===== config.mk =====
export PLATFORM = sky130hd
export DESIGN_NAME = ahb_master_mux
export DESIGN_NICKNAME = d
export VERILOG_FILES = /design/src/rtl/ahb_master_mux.sv
export SDC_FILE = /design/constraint.sdc
export NUM_CORES = 1
export LEC_CHECK = 0
export BUFFER_PORTS_ARGS = -buffer_cell sky130_fd_sc_hd__buf_2
export CAP_MARGIN = 20
export CORE_AREA = 2 2 486 488
export DETAILED_ROUTE_END_ITERATION = 8
export DIE_AREA = 0 0 488 490
export GPL_TIMING_DRIVEN = 0
export SYNTH_ARGS = -nofsm -noshare
export SYNTH_HDL_FRONTEND = slang
export SYNTH_SLANG_ARGS = --single-unit

===== constraint.sdc =====
create_clock -name HCLK -period 2.5 [get_ports HCLK]
set_input_delay 0.25 -clock HCLK [delete_from_list [all_inputs] [get_ports HCLK]]
set_output_delay 0.25 -clock HCLK [all_outputs]
set_load 0.005 [all_outputs]

===== src/rtl/ahb_master_mux.sv =====
// AHB master-to-slave multiplexor with data-phase master tracking and HTRANS sequence checking.
// Optional per-master transfer counters (XFER_CNT) are enabled by defining MUX_STATS_EN.
module ahb_master_mux #(
  parameter int unsigned NUM_MASTERS = 16,
  parameter int unsigned ADDR_W      = 32,
  parameter int unsigned DATA_W      = 32,
  localparam int unsigned MW         = (NUM_MASTERS > 1) ? $clog2(NUM_MASTERS) : 1
) (
  input  logic                          HCLK,
  input  logic                          HRESET,
  input  logic [MW-1:0]                 HMASTER,
  input  logic                          HMASTLOCK,
  input  logic                          HREADY,
  input  logic [NUM_MASTERS*ADDR_W-1:0] HADDRx,
  input  logic [NUM_MASTERS*2-1:0]      HTRANSx,
  input  logic [NUM_MASTERS-1:0]        HWRITEx,
  input  logic [NUM_MASTERS*3-1:0]      HSIZEx,
  input  logic [NUM_MASTERS*3-1:0]      HBURSTx,
  input  logic [NUM_MASTERS*DATA_W-1:0] HWDATAx,
  output logic [ADDR_W-1:0]             HADDR,
  output logic [1:0]                    HTRANS,
  output logic                          HWRITE,
  output logic [2:0]                    HSIZE,
  output logic [2:0]                    HBURST,
  output logic [DATA_W-1:0]             HWDATA,
  output logic [MW-1:0]                 HMASTER_D,
  output logic                          HMASTLOCK_D,
  output logic                          PROT_ERR
`ifdef MUX_STATS_EN
 ,output logic [NUM_MASTERS*16-1:0]     XFER_CNT
`endif
);

  localparam logic [1:0] TR_IDLE   = 2'b00;
  localparam logic [1:0] TR_BUSY   = 2'b01;
  localparam logic [1:0] TR_NONSEQ = 2'b10;
  localparam logic [1:0] TR_SEQ    = 2'b11;

  typedef enum logic {IDLE_S, BURST_S} state_t;

  state_t state, state_nxt, state_eff;
  logic   err_nxt;
  logic   dv;
  logic   active;

  // Address/control mux; unmatched (out-of-range) masters and reset yield IDLE/zero
  always_comb begin
    HADDR  = '0;
    HTRANS = TR_IDLE;
    HWRITE = 1'b0;
    HSIZE  = 3'b000;
    HBURST = 3'b000;
    if (!HRESET) begin
      for (int i = 0; i < int'(NUM_MASTERS); i++) begin
        if (HMASTER == MW'(i)) begin
          HADDR  = HADDRx[i*ADDR_W +: ADDR_W];
          HTRANS = HTRANSx[i*2 +: 2];
          HWRITE = HWRITEx[i];
          HSIZE  = HSIZEx[i*3 +: 3];
          HBURST = HBURSTx[i*3 +: 3];
        end
      end
    end
  end

  assign active = (HTRANS == TR_NONSEQ) || (HTRANS == TR_SEQ);

  // Write-data mux follows the data-phase owner, gated by the data-valid flag
  always_comb begin
    HWDATA = '0;
    if (dv) begin
      for (int i = 0; i < int'(NUM_MASTERS); i++) begin
        if (HMASTER_D == MW'(i)) HWDATA = HWDATAx[i*DATA_W +: DATA_W];
      end
    end
  end

  always_ff @(posedge HCLK or posedge HRESET) begin
    if (HRESET) begin
      HMASTER_D   <= '0;
      HMASTLOCK_D <= 1'b0;
      dv          <= 1'b0;
    end else if (HREADY) begin
      HMASTER_D   <= HMASTER;
      HMASTLOCK_D <= HMASTLOCK;
      dv          <= active;
    end
  end

  always_ff @(posedge HCLK or posedge HRESET) begin
    if (HRESET) begin
      state    <= IDLE_S;
      PROT_ERR <= 1'b0;
    end else begin
      state    <= state_nxt;
      PROT_ERR <= err_nxt;
    end
  end

  // A new owner starts from IDLE_S, so its first beat must be NONSEQ
  always_comb begin
    state_nxt = state;
    state_eff = state;
    err_nxt   = 1'b0;
    if (HREADY) begin
      if (HMASTER != HMASTER_D) state_eff = IDLE_S;
      state_nxt = state_eff;
      case (state_eff)
        IDLE_S: begin
          if (HTRANS == TR_NONSEQ) state_nxt = BURST_S;
          else if (HTRANS == TR_SEQ || HTRANS == TR_BUSY) err_nxt = 1'b1;
        end
        BURST_S: begin
          if (HTRANS == TR_IDLE) state_nxt = IDLE_S;
        end
        default: state_nxt = IDLE_S;
      endcase
    end
  end

`ifdef MUX_STATS_EN
  logic [15:0] cnt [NUM_MASTERS];

  // Saturating count of accepted NONSEQ/SEQ beats per owning master
  always_ff @(posedge HCLK or posedge HRESET) begin
    if (HRESET) begin
      for (int i = 0; i < int'(NUM_MASTERS); i++) cnt[i] <= '0;
    end else if (HREADY && active) begin
      for (int i = 0; i < int'(NUM_MASTERS); i++) begin
        if (HMASTER == MW'(i) && cnt[i] != 16'hFFFF) cnt[i] <= cnt[i] + 16'd1;
      end
    end
  end

  always_comb begin
    XFER_CNT = '0;
    for (int i = 0; i < int'(NUM_MASTERS); i++) XFER_CNT[i*16 +: 16] = cnt[i];
  end
`endif

endmodule


# After elaboration in Yosys (flattened, before gate mapping)
# Cells that the tools add are included.
[classes]
n_div = 0
n_bitwise = 1
order_cmp = 0
n_addsub = 0
shift = 0
multipliers = 0
n_mux = 111
reduce_logical = 5
eq_ne = 34
[ops]
columns = ["operator", "n"]
rows = [
  ["two-way mux 32 bit", 34],
  ["two-way mux 3 bit", 34],
  ["equality test 4 bit (second input constant)", 16],
  ["two-way mux 2 bit", 17],
  ["equality test 4 x 3 -> 1 bit (second input constant)", 8],
  ["two-way mux 1 bit", 25],
  ["equality test 4 x 2 -> 1 bit (second input constant)", 4],
  ["equality test 4 x 1 -> 1 bit (second input constant)", 2],
  ["zero test 4 bit", 2],
  ["equality test 2 bit (second input constant)", 2],
  ["inequality test 4 bit", 1],
  ["equality test 2 x 1 -> 1 bit (second input constant)", 1],
  ["zero test 2 bit", 1],
  ["logical OR 1 bit", 2],
  ["one-hot mux 1 bit (2 select lines)", 1],
  ["inverter 1 bit", 1],
]
[totals]
romBits = 0
register_bits = 8
word_cells = 156
latchBits = 0
mem_bits_rw = 0
out_inout_bits = 79
inputBits = 1176
memories = 0

# Longest topological paths before layout
# Gate-level depths: netlist of run 1.
[logic_depth]
depth_word = 24
depth_mapped = 10

# Least setup slack after synthesis of run 1
# No wires, ideal clock.
[synth_timing]
path_type = "register to output"
startpoint = "reg HMASTER_D[1]"
endpoint = "out HWDATA[4]"
t_arrival_ns = 1.846
path_stages_with_launch = 8
n_path_buf = 1
slack_ns = 0.404
cell_sequence = "dfrtp_1 -> buf_4 -> nor4b_4 -> a22oi_1 -> o221a_2 -> a211o_1 -> a22o_1 -> a21oi_1"
[synth_via]
elab_chain_len = 18
elab_cells_between_ends = 33
[synth_rtl]
columns = ["item", "line_no", "source"]
rows = [
  ["from (decl)", "26", "output logic [MW-1:0] HMASTER_D,"],
  ["from (signal assigned)", "80", "HMASTER_D <= '0;"],
  ["from (signal assigned)", "84", "HMASTER_D <= HMASTER;"],
  ["zero test 4 bit", "73", "if (HMASTER_D == MW'(i)) HWDATA = HWDATAx[i*DATA_W +: DATA_W];"],
  ["two-way mux 32 bit (15 in series)", "73", ""],
  ["two-way mux 32 bit *", "73", ""],
  ["two-way mux 32 bit *", "71", "if (dv) begin"],
  ["to (decl)", "25", "output logic [DATA_W-1:0] HWDATA,"],
]
# Every way passes the cells marked *; elsewhere a longest branch is shown, timed or not.

# Worst setup path in the final report of run 1
[layout_timing]
startpoint = "reg HMASTER_D[3]"
endpoint = "out HWDATA[11]"
# The elaborated chain is that of the path after synthesis.

==> flow_metrics.env, run 1 <==
export IMPL_area_growth_pct=161
export IMPL_antenna_found_initial=265
export IMPL_nets=4588
export IMPL_grt_max_degree=12
export IMPL_vias=26300
export IMPL_dr_wl_met3_um=19300
export IMPL_rows=178
export IMPL_synth_top_family_by_area="compound AO/OA/AOI/OAI gates"
export IMPL_fin_ws_ns=-0.721
export IMPL_ys_top_cells_by_area="a21oi_1 13%, o21ai_0 11%, mux2i_1 5.6%, nor2_1 4.9%, a22oi_1 4.5%"
export IMPL_fmax_mhz=310
export IMPL_drcViolationCount=0
export IMPL_required_ns=2.25
export IMPL_numCtsBuffers=3
export IMPL_setup_violations_final=61
export IMPL_synth_seq_area_share=0.0170
export IMPL_dieArea_um2=239000
export IMPL_synthSimpleGateAreaFrac=0.180
export IMPL_cts_tree="yes"
export IMPL_synth_xor_area_share=0.00297
export IMPL_cts_root_buf="clkbuf_16"
export IMPL_cts_sinks=8
export IMPL_placed_cell_area_um2=22500
export IMPL_wl_met2_um=141000
export IMPL_die_h_um=490
export IMPL_grt_pass1_wl_um=322000
export IMPL_core_area_um2=234000
export IMPL_clock_path_buffers=2
export IMPL_criticalPathCategory="flop to output pin"
export IMPL_synth_common_cells="307 x a21oi_1, 259 x o21ai_0, 154 x nor2_1, 124 x nand2_1, 101 x buf_2"
export IMPL_initial_core_util=0.0503
export IMPL_drtIter0Drc=1991
export IMPL_crit_chain="buf_6 -> or2_4 -> clkbuf_16 -> buf_12 -> o32ai_4 -> a21oi_4 -> o2111a_1 -> nor3_4 -> buf_2"
export IMPL_synth_adder_area_share=0
export IMPL_fin_area_um2=30700
export IMPL_startpoint_type="flop"
export IMPL_slew_viol_final=0
export IMPL_grt_pass1_vias=26100
export IMPL_ys_warn_count=0
export IMPL_ff2ff_path_depth=10
export IMPL_ctsHoldBuffers=0
export IMPL_hp_class="input port to flop"
export IMPL_htree_levels=1
export IMPL_fin_skew_ns=0.00749
export IMPL_rsz0062_at_grt="true"
export IMPL_whs_path_depth=2
export IMPL_final_antenna_net_count=0
export IMPL_slew_headroom=0.331
export IMPL_syn_instance_count=1890
export IMPL_crit_path_end_kind="output pin"
export IMPL_synth_top_flop_cell="dfrtp_1"
export IMPL_syn_nets=3066
export IMPL_totalWireLength_um=271000
export IMPL_synth_top_cell_area_share=0.130
export IMPL_post_drt_wl_per_cell_um=40.5
export IMPL_clk_pin_slew_ns=0.05
export IMPL_cp_slowest_cell="o32ai_4"
export IMPL_synth_seq_cells=8
export IMPL_top_layer_used="met5"
export IMPL_dpl_worst_slack_ns=-1.94
export IMPL_io_pins=1255
export IMPL_place_hpwl_um=233000
export IMPL_synth_most_common_cell="a21oi_1"
export IMPL_ir_drop_uv=140
export IMPL_crit_fanout=10
export IMPL_synthArstFlopShare=1.00
export IMPL_routedLengthMet1_um=85200
export IMPL_cp_slowest_stage_delay_ns=0.49
export IMPL_vias_per_cell=3.93
export IMPL_grt_ovfl_total=0
export IMPL_hold_violations=0
export IMPL_ys_types=76
export IMPL_drive_gt1_frac=0.651
export IMPL_drv_cap=0
export IMPL_worstMarginPinSlew_ns=1.00
export IMPL_fin_crit_sh=1.29
export IMPL_crit_arrival_ns=2.97
export IMPL_dieWidth_um=488
export IMPL_muxShareOfSynthArea=0.113
export IMPL_place_gp_congestion=1.03
export IMPL_io_buffers=1252
export IMPL_synth_top_cell_by_area="a21oi_1"
export IMPL_track_usage=0.215
export IMPL_status="finished with violations"
export IMPL_avgSynthCellArea_um2=6.23
export IMPL_clock_latency_ns=0.25
export IMPL_synth_area_um2=11800
export IMPL_violations="negative setup slack"
export IMPL_p_leak_uw=0.0123
export IMPL_synth_compound_area_frac=0.581
export IMPL_first_pass_iters=7
export IMPL_finalCriticalPeriod_ns=3.22
export IMPL_synth_edf_count=0
export IMPL_power_per_cell_area_nw_per_um2=258
==> metal layers <==
metal  up-vias  global-route usage
li1      10700                   -
met1     12600               0.196
met2      2100               0.404
met3       880              0.0519
met4       102               0.167
met5         -            0.000403
==> cell families after synthesis <==
| group | Yosys count |
|---|---|
| AOI/OAI and AO/OA | 1061 |
| xor gates and xnor gates | 4 |
| buffers and inverters | 259 |
| DFF | 8 |
| muxes | 109 |
| and+or+nand+nor | 449 |
==> timing repair <==
item / in CTS / in global routing
gates cloned: 5 / 4
resized for setup: 1071 / 275
setup buffers: 180 / 74
endpoints found under the setup margin: 78 / 72
pin swaps: 202 / 156
==> state kept, by name (all words and copies together) (netlist names) <==
name         flops
dv               1
PROT_ERR         1
HMASTLOCK_D      1
state            1
HMASTER_D        4
==> placed cells by master, fill, tap and decap left out, drive strengths merged, types with 7 or more instances in the layout <==
master   netlist  layout
o21ai        262     262
a2bb2oi       25      25
a21oi        307     307
nor2b         20      20
nand2b        13      13
a221oi        40      40
nor3          48      48
nand3         39      39
o211ai        19      19
o32ai         24      24
o221a         13      13
nand2        125     125
o22a           9       9
o22ai         68      68
o221ai        15      15
a21o          21      21
o21bai         8       8
a221o         13      13
a222oi        13      13
o2bb2ai       27      27
dfrtp          8       8
diode          0     136
nor2         156     156
a211oi        20      20
mux2i         66      66
o32a           8       8
mux2          26      26
nand4b        12      12
clkbuf        83      76
o2111ai        7       7
inv           35      31
a22oi         71      71
a22o          22      22
a31oi         22      22
mux4          17      17
buf          141    1666
a211o         14      14
==> worst max-delay path: cells and delay by family (launching register included) <==
family                 cells  cell delay, ns
AND/OR/NAND/NOR            2            0.60
flip-flops                 1            0.47
buffers and inverters      4            0.67
AO/OA/AOI/OAI              3            0.94
==> report_power, final <==
part	internal, µW	switching (µW)	total, µW	leakage [µW]
Sequential	143	30.5	174	0.0000953
Combinational	3070	4390	7460	0.0122
Clock	209	94.1	304	0.0000378
Total	3420	4510	7940	0.0123
==> final timing paths <==
check / start / end / slack (ns)
worst min-delay path: HMASTLOCK / HMASTLOCK_D / 0.24
min in group asynchronous: HRESET / HMASTER_D[3] / 1.06
worst max-delay path: HMASTER_D[3] / HWDATA[11] / -0.72
max in group asynchronous: HRESET / HMASTER_D[0] / 1.27
worst max register to register: HMASTER_D[2] / state / 0.15
worst min register to register: HMASTLOCK_D / HMASTLOCK_D / 0.51
==> stage by stage <==
stage / TNS [ns] / instances / utilization / total power (µW) / hold slack, ns
after floorplan: 0 / 1890 / - / 2120 / 0.402
after global placement: -142.89 / 6292 / 0.0940 / 5620 / 0.490
after detailed placement: -107.06 / 6319 / 0.0962 / 5710 / 0.494
after CTS: -19.14 / 6497 / 0.123 / 7520 / 0.237
after global routing: -21.36 / 6656 / 0.131 / 8180 / 0.247
final: -18.93 / 6696 / 0.131 / 7940 / 0.244
==> area by class of cell <==
class	instances	area (µm²)
Fill cell	27300	203000
Multi-Input combinational cell	1623	13400
Timing Repair Buffer	1534	9830
Tap cell	3150	3940
Buffer	207	2780
Antenna cell	136	340
Sequential cell	8	205
Inverter	35	149
Clock buffer	3	75.1
Note: power is estimated with default switching activity, not from simulation.
==> run 2, diff against run 1 <==
==> constraint.sdc (replaced) <==
create_clock -name HCLK -period 3.8 [get_ports HCLK]
set_input_delay 0.38 -clock HCLK [delete_from_list [all_inputs] [get_ports HCLK]]
set_output_delay 0.38 -clock HCLK [all_outputs]
set_load 0.005 [all_outputs]
==> run 2 against run 1 <==
- cell count decreased by 3.5%
- worst hold slack gained 0.13 ns
- die area unchanged
- sequential cell count did not move
- sequential share of layout area is 0.19 points higher
- clock skew down 0.0022 ns
- register-to-register slack gained 1.1 ns
- core utilization decreased by 3.1 points
- critical endpoint is now HADDR[13]
- the flow still finishes with violations (negative setup slack)
- clock power fell by 34%
- cell area decreased by 23%
==> flow_metrics.env, run 2 (synthesis gave the netlist of run 1 again) <==
export IMPL_status="finished with violations"
export IMPL_violations="negative setup slack"
export IMPL_switching_share=0.626
export IMPL_p_int_uw=1520
export IMPL_initial_core_util=0.0503
export IMPL_final_antenna_net_count=0
export IMPL_hold_violations=0
export IMPL_drv_cap=0
export IMPL_clock_latency_ns=0.25
export IMPL_clk_pin_slew_ns=0.05
export IMPL_hp_class="input port to flop"
export IMPL_place_gp_congestion=1.03
export IMPL_finalCriticalPeriod_ns=3.82
export IMPL_criticalPathCategory="input port to output pin"
export IMPL_drcViolationCount=0
export IMPL_p_comb_frac=0.923
export IMPL_ir_drop_uv=92.6
export IMPL_cts_sinks=8
export IMPL_vias=25000
export IMPL_p_leak_uw=0.00965
export IMPL_nets=4350
export IMPL_vias_per_cell=3.87
export IMPL_layout_common_cells="1,318 x buf_2, 304 x a21oi_1, 248 x o21ai_0, 146 x nor2_1, 121 x nand2_1"
export IMPL_dieWidth_um=488
export IMPL_track_usage=0.209
export IMPL_startpoint="HMASTER[2]"
export IMPL_r2r_start="HMASTER_D[3]"
export IMPL_dieArea_um2=239000
export IMPL_totalWireLength_um=263000
export IMPL_grt_max_degree=20
export IMPL_finalPower_uw=4080
export IMPL_core_area_um2=234000
export IMPL_grt_ovfl_total=0
export IMPL_cts_root_buf="clkbuf_16"
export IMPL_place_hpwl_um=233000
export IMPL_rows=178
export IMPL_startpoint_type="input port"
export IMPL_grt_pass1_wl_um=312000
export IMPL_ctsHoldBuffers=0
export IMPL_worstMarginPinSlew_ns=1.22
export IMPL_crit_arrival_ns=3.44
export IMPL_grt_pass1_vias=24700
export IMPL_area_growth_pct=99.9
export IMPL_io_buffers=1252
export IMPL_numCtsBuffers=3
export IMPL_fin_skew_ns=0.00526
export IMPL_r2r_setup_slack_ns=1.29
export IMPL_ff2ff_path_depth=6
export IMPL_fin_crit_sh=1.01
export IMPL_largest_reg_flops=4
export IMPL_layout_commonest_cell="buf_2"
export IMPL_slew_headroom=0.184
export IMPL_drtIter0Drc=2236
export IMPL_fin_cells=6462
export IMPL_drive_gt1_frac=0.499
export IMPL_clock_path_buffers=2
export IMPL_dp_cells=6319
export IMPL_fin_area_um2=23600
export IMPL_rr_endpoint="HMASTER_D[3]"
export IMPL_power_per_cell_area_nw_per_um2=173
export IMPL_power_share_clock=0.049
export IMPL_crit_fanout=10
export IMPL_power_frac_seq=0.028
export IMPL_placed_cell_area_um2=22500
export IMPL_first_pass_iters=7
export IMPL_antenna_found_initial=276
export IMPL_cts_tree="yes"
export IMPL_htree_levels=1
export IMPL_critPathCapture="HADDR[13]"
export IMPL_fmax_mhz=262
export IMPL_p_switching_uw=2550
export IMPL_setup_violations_final=3
export IMPL_crit_path_end_kind="output pin"
export IMPL_post_drt_wl_per_cell_um=40.7
export IMPL_io_pins=1255
export IMPL_slew_viol_final=0
export IMPL_rsz0062_at_grt="false"
export IMPL_required_ns=3.42
export IMPL_largest_register="HMASTER_D"
export IMPL_nFillCells=27900
export IMPL_fin_ws_ns=-0.0232
export IMPL_die_h_um=490
[run 2: cell count changes in the layout (fill, tap and decap cells not counted), sizes merged]
cell / delta
bufbuf: -2
clkbuf: +6
diode: +4
buf: -244
inv: +4
clkinvlp: -4
clkdlybuf4s15: +2
[run 2: per-stage QoR]
stage | setup slack (ns) | utilization | setup TNS [ns] | hold WS (ns)
finish | -0.0232 | 0.101 | -0.0393 | 0.375
global placement | -1.73 | 0.0940 | -48.57 | 0.490
detailed placement | -0.896 | 0.0962 | -23.52 | 0.494
floorplan | 1.52 | - | 0 | 0.505
global route | 0.00202 | 0.100 | 0 | 0.378
CTS | 0.000466 | 0.0989 | 0 | 0.367
[run 2: layout make-up]
class	instances	area, µm²	share of cell area
clock buffer	3	75.1	0.00319
buffer	216	1240	0.0528
timing repair buffer	1287	6790	0.288
inverter	35	131	0.00558
multi-input combinational	1623	10800	0.459
antenna	140	350	0.0149
tap	3150	3940	0.167
sequential	8	203	0.00861
[run 2: power by group through the flow]
stage / sequential (µW) / combinational, µW / clock, µW
finish: 116 / 3760 / 200
global route: 116 / 3890 / 212
CTS: 116 / 3750 / 213
detailed placement: 117 / 3640 / 0
global placement: 117 / 3580 / 0
floorplan: 101 / 1300 / 0
[run 2: worst min-delay path by stage]
stage	start	endpoint	slack [ns]	depth (start not counted)
floorplan	HMASTLOCK_D	HMASTLOCK_D	0.51	1
global placement	HMASTLOCK_D	HMASTLOCK_D	0.49	1
detailed placement	HMASTLOCK_D	HMASTLOCK_D	0.49	1
CTS	HMASTLOCK	HMASTLOCK_D	0.37	2
global route	HMASTLOCK	HMASTLOCK_D	0.38	2
finish	HMASTLOCK	HMASTLOCK_D	0.38	2
[run 2: metal layers]
layer	vias to the layer above	track usage	routed length (µm)
li1	10200	-	-
met5	-	0.000403	529
met2	2072	0.394	137000
met4	84	0.160	24000
met3	820	0.0502	18800
met1	11900	0.191	83000
[run 2: worst max-delay path: stages]
cell and delay, ns:
buf_2 0.17, buf_4 0.20, buf_4 0.19, and2_2 0.28, buf_2 0.29, nand2_4 0.36, buf_2 0.43, buf_4 0.38
o22ai_1 0.14, nor3_1 0.30, buf_2 0.21
[run 2: timing repair]
item	4_1_cts	5_1_grt
buffers inserted	7	0
pin swaps	3	2
setup endpoints to repair	71	15
gates resized for setup	131	18
==> run 3, diff against run 2 <==
--- a/config.mk
+++ b/config.mk
@@ -7,10 +7,13 @@
 export LEC_CHECK = 0
 export BUFFER_PORTS_ARGS = -buffer_cell sky130_fd_sc_hd__buf_2
 export CAP_MARGIN = 20
-export CORE_AREA = 2 2 486 488
+export CELL_PAD_IN_SITES_DETAIL_PLACEMENT = 1
+export CELL_PAD_IN_SITES_GLOBAL_PLACEMENT = 2
+export CORE_AREA = 2 2 483 485
 export DETAILED_ROUTE_END_ITERATION = 8
-export DIE_AREA = 0 0 488 490
+export DIE_AREA = 0 0 485 487
 export GPL_TIMING_DRIVEN = 0
+export PLACE_DENSITY = 0.41
 export SYNTH_ARGS = -nofsm -noshare
 export SYNTH_HDL_FRONTEND = slang
 export SYNTH_SLANG_ARGS = --single-unit
==> constraint.sdc (replaced) <==
create_clock -name HCLK -period 3.2 [get_ports HCLK]
set_input_delay 0.32 -clock HCLK [delete_from_list [all_inputs] [get_ports HCLK]]
set_output_delay 0.32 -clock HCLK [all_outputs]
set_load 0.005 [all_outputs]
==> run 3 against run 2 <==
- the flow still finishes with violations (negative setup slack)
- critical path depth stayed put
- non-clock buffer count grew 51
- combinational power increased by 25%
- die area shrank 1.2%
- clock skew decreased by 0.0020 ns
- first-iteration DRC count down 49%
- largest power group unchanged
==> flow_metrics.env, run 3 (synthesis gave the netlist of run 1 again) <==
export IMPL_status="finished with violations"
export IMPL_violations="negative setup slack"
export IMPL_crit_buf_inv=5
export IMPL_r2r_setup_slack_ns=0.98
export IMPL_totalWireLength_um=238000
export IMPL_final_antenna_net_count=0
export IMPL_startpoint_type="input port"
export IMPL_drive_gt1_frac=0.544
export IMPL_p_int_uw=2020
export IMPL_initial_core_util=0.0509
export IMPL_largest_reg_flops=4
export IMPL_p_switching_uw=3040
export IMPL_ff2ff_path_depth=5
export IMPL_fin_area_um2=24800
export IMPL_dpl_worst_slack_ns=-1.95
export IMPL_dieWidth_um=485
export IMPL_startpoint="HMASTER[0]"
export IMPL_layout_commonest_cell="buf_2"
export IMPL_finalCriticalPeriod_ns=3.42
export IMPL_vias_per_cell=3.72
export IMPL_hp_class="input port to flop"
export IMPL_grt_pass1_vias=25500
export IMPL_crit_fanout=4
export IMPL_r2r_start="HMASTER_D[3]"
export IMPL_drcViolationCount=0
export IMPL_setup_violations_final=1
export IMPL_placed_cell_area_um2=22400
export IMPL_power_per_cell_area_nw_per_um2=204
export IMPL_critPathTopFamily="compound AO/OA/AOI/OAI gates"
export IMPL_layout_common_cells="1,272 x buf_2, 285 x a21oi_1, 246 x o21ai_0, 139 x nor2_1, 115 x nand2_1"
export IMPL_area_growth_pct=111
export IMPL_dieArea_um2=236000
export IMPL_place_hpwl_um=211000
export IMPL_criticalPathCategory="input port to output pin"
export IMPL_htree_levels=1
export IMPL_clock_path_buffers=2
export IMPL_crit_chain="buf_12 -> buf_12 -> buf_16 -> buf_16 -> mux2i_4 -> o21ai_2 -> a222oi_1 -> o21ai_1 -> o221ai_2 -> a21oi_4 -> buf_6"
export IMPL_switching_share=0.601
export IMPL_power_frac_seq=0.027
export IMPL_post_drt_wl_per_cell_um=37.8
export IMPL_vias=23400
export IMPL_io_pins=1255
export IMPL_crit_arrival_ns=3.10
export IMPL_grt_ovfl_total=0
export IMPL_crit_path_end_kind="output pin"
export IMPL_rows=177
export IMPL_place_gp_congestion=0.862
export IMPL_p_leak_uw=0.0103
export IMPL_cts_tree="yes"
export IMPL_cts_sinks=8
export IMPL_power_share_clock=0.044
export IMPL_numCtsBuffers=3
export IMPL_cp_slowest_stage_delay_ns=0.97
export IMPL_track_usage=0.191
export IMPL_cp_depth=11
export IMPL_fmax_mhz=293
export IMPL_hold_violations=0
export IMPL_cts_root_buf="clkbuf_16"
export IMPL_largest_register="HMASTER_D"
export IMPL_fin_crit_sh=1.07
export IMPL_antenna_found_initial=149
export IMPL_clock_latency_ns=0.24
export IMPL_drv_cap=0
export IMPL_rsz0062_at_grt="true"
export IMPL_critPathCapture="HSIZE[2]"
export IMPL_clk_pin_slew_ns=0.04
export IMPL_first_pass_iters=5
export IMPL_fin_ws_ns=-0.217
export IMPL_ctsHoldBuffers=0
export IMPL_fin_skew_ns=0.00331
export IMPL_worstMarginPinSlew_ns=1.23
export IMPL_io_buffers=1252
export IMPL_rr_endpoint="HMASTER_D[3]"
export IMPL_dp_cells=6216
export IMPL_slew_headroom=0.181
export IMPL_grt_max_degree=11
export IMPL_cp_slowest_cell="a222oi_1"
export IMPL_drtIter0Drc=1151
export IMPL_grt_pass1_wl_um=291000
export IMPL_nets=4401
export IMPL_die_h_um=487
export IMPL_required_ns=2.88
export IMPL_p_comb_frac=0.930
export IMPL_tns_ns=-0.217
export IMPL_core_area_um2=231000
export IMPL_ir_drop_uv=123
export IMPL_slew_viol_final=0
export IMPL_fin_cells=6293
[run 3: per-layer routing]
metal / global-route usage / share of wire / vias up
met5: 0 / 0.0013 / -
met4: 0.0696 / 0.047 / 50
met3: 0.0276 / 0.045 / 401
met2: 0.401 / 0.57 / 1313
met1: 0.184 / 0.34 / 11500
li1: - / - / 10200
[run 3: layout make-up]
type | instances | area [µm²]
antenna | 27 | 67.6
buffer | 217 | 1880
clock buffer | 3 | 75.1
fill | 28200 | 207000
inverter | 35 | 139
multi-input combinational | 1623 | 11400
sequential | 8 | 204
tap | 3043 | 3810
timing repair buffer | 1337 | 7250
[run 3: repair_timing]
action / CTS / global route
pin swaps: 35 / 13
setup buffers: 54 / 2
setup endpoints to repair: 75 / 44
resized for setup: 468 / 52
[run 3: power groups by stage]
stage                     Clock, µW  Sequential (µW)  Combinational [µW]
after CTS                       229              135                4800
after global routing            229              136                4950
after global placement            0              136                4270
after detailed placement          0              136                4360
final                           223              134                4710
after floorplan                   0              120                1540
[run 3: worst min-delay path by stage]
stage | slack, ns | start | cells after the start | to
2_1_floorplan | 0.47 | HMASTLOCK | 1 | HMASTLOCK_D
3_3_place_gp | 0.50 | HMASTLOCK_D | 1 | HMASTLOCK_D
3_5_place_dp | 0.50 | HMASTLOCK_D | 1 | HMASTLOCK_D
4_1_cts | 0.31 | HMASTLOCK | 2 | HMASTLOCK_D
5_1_grt | 0.33 | HMASTLOCK | 2 | HMASTLOCK_D
6_report | 0.31 | HMASTLOCK | 2 | HMASTLOCK_D
[run 3: through the flow]
stage / util / power, µW / hold WS (ns)
CTS: 0.106 / 5170 / 0.308
global route: 0.107 / 5320 / 0.328
global placement: 0.0944 / 4400 / 0.496
finish: 0.107 / 5060 / 0.310
floorplan: - / 1660 / 0.472
detailed placement: 0.0966 / 4490 / 0.498
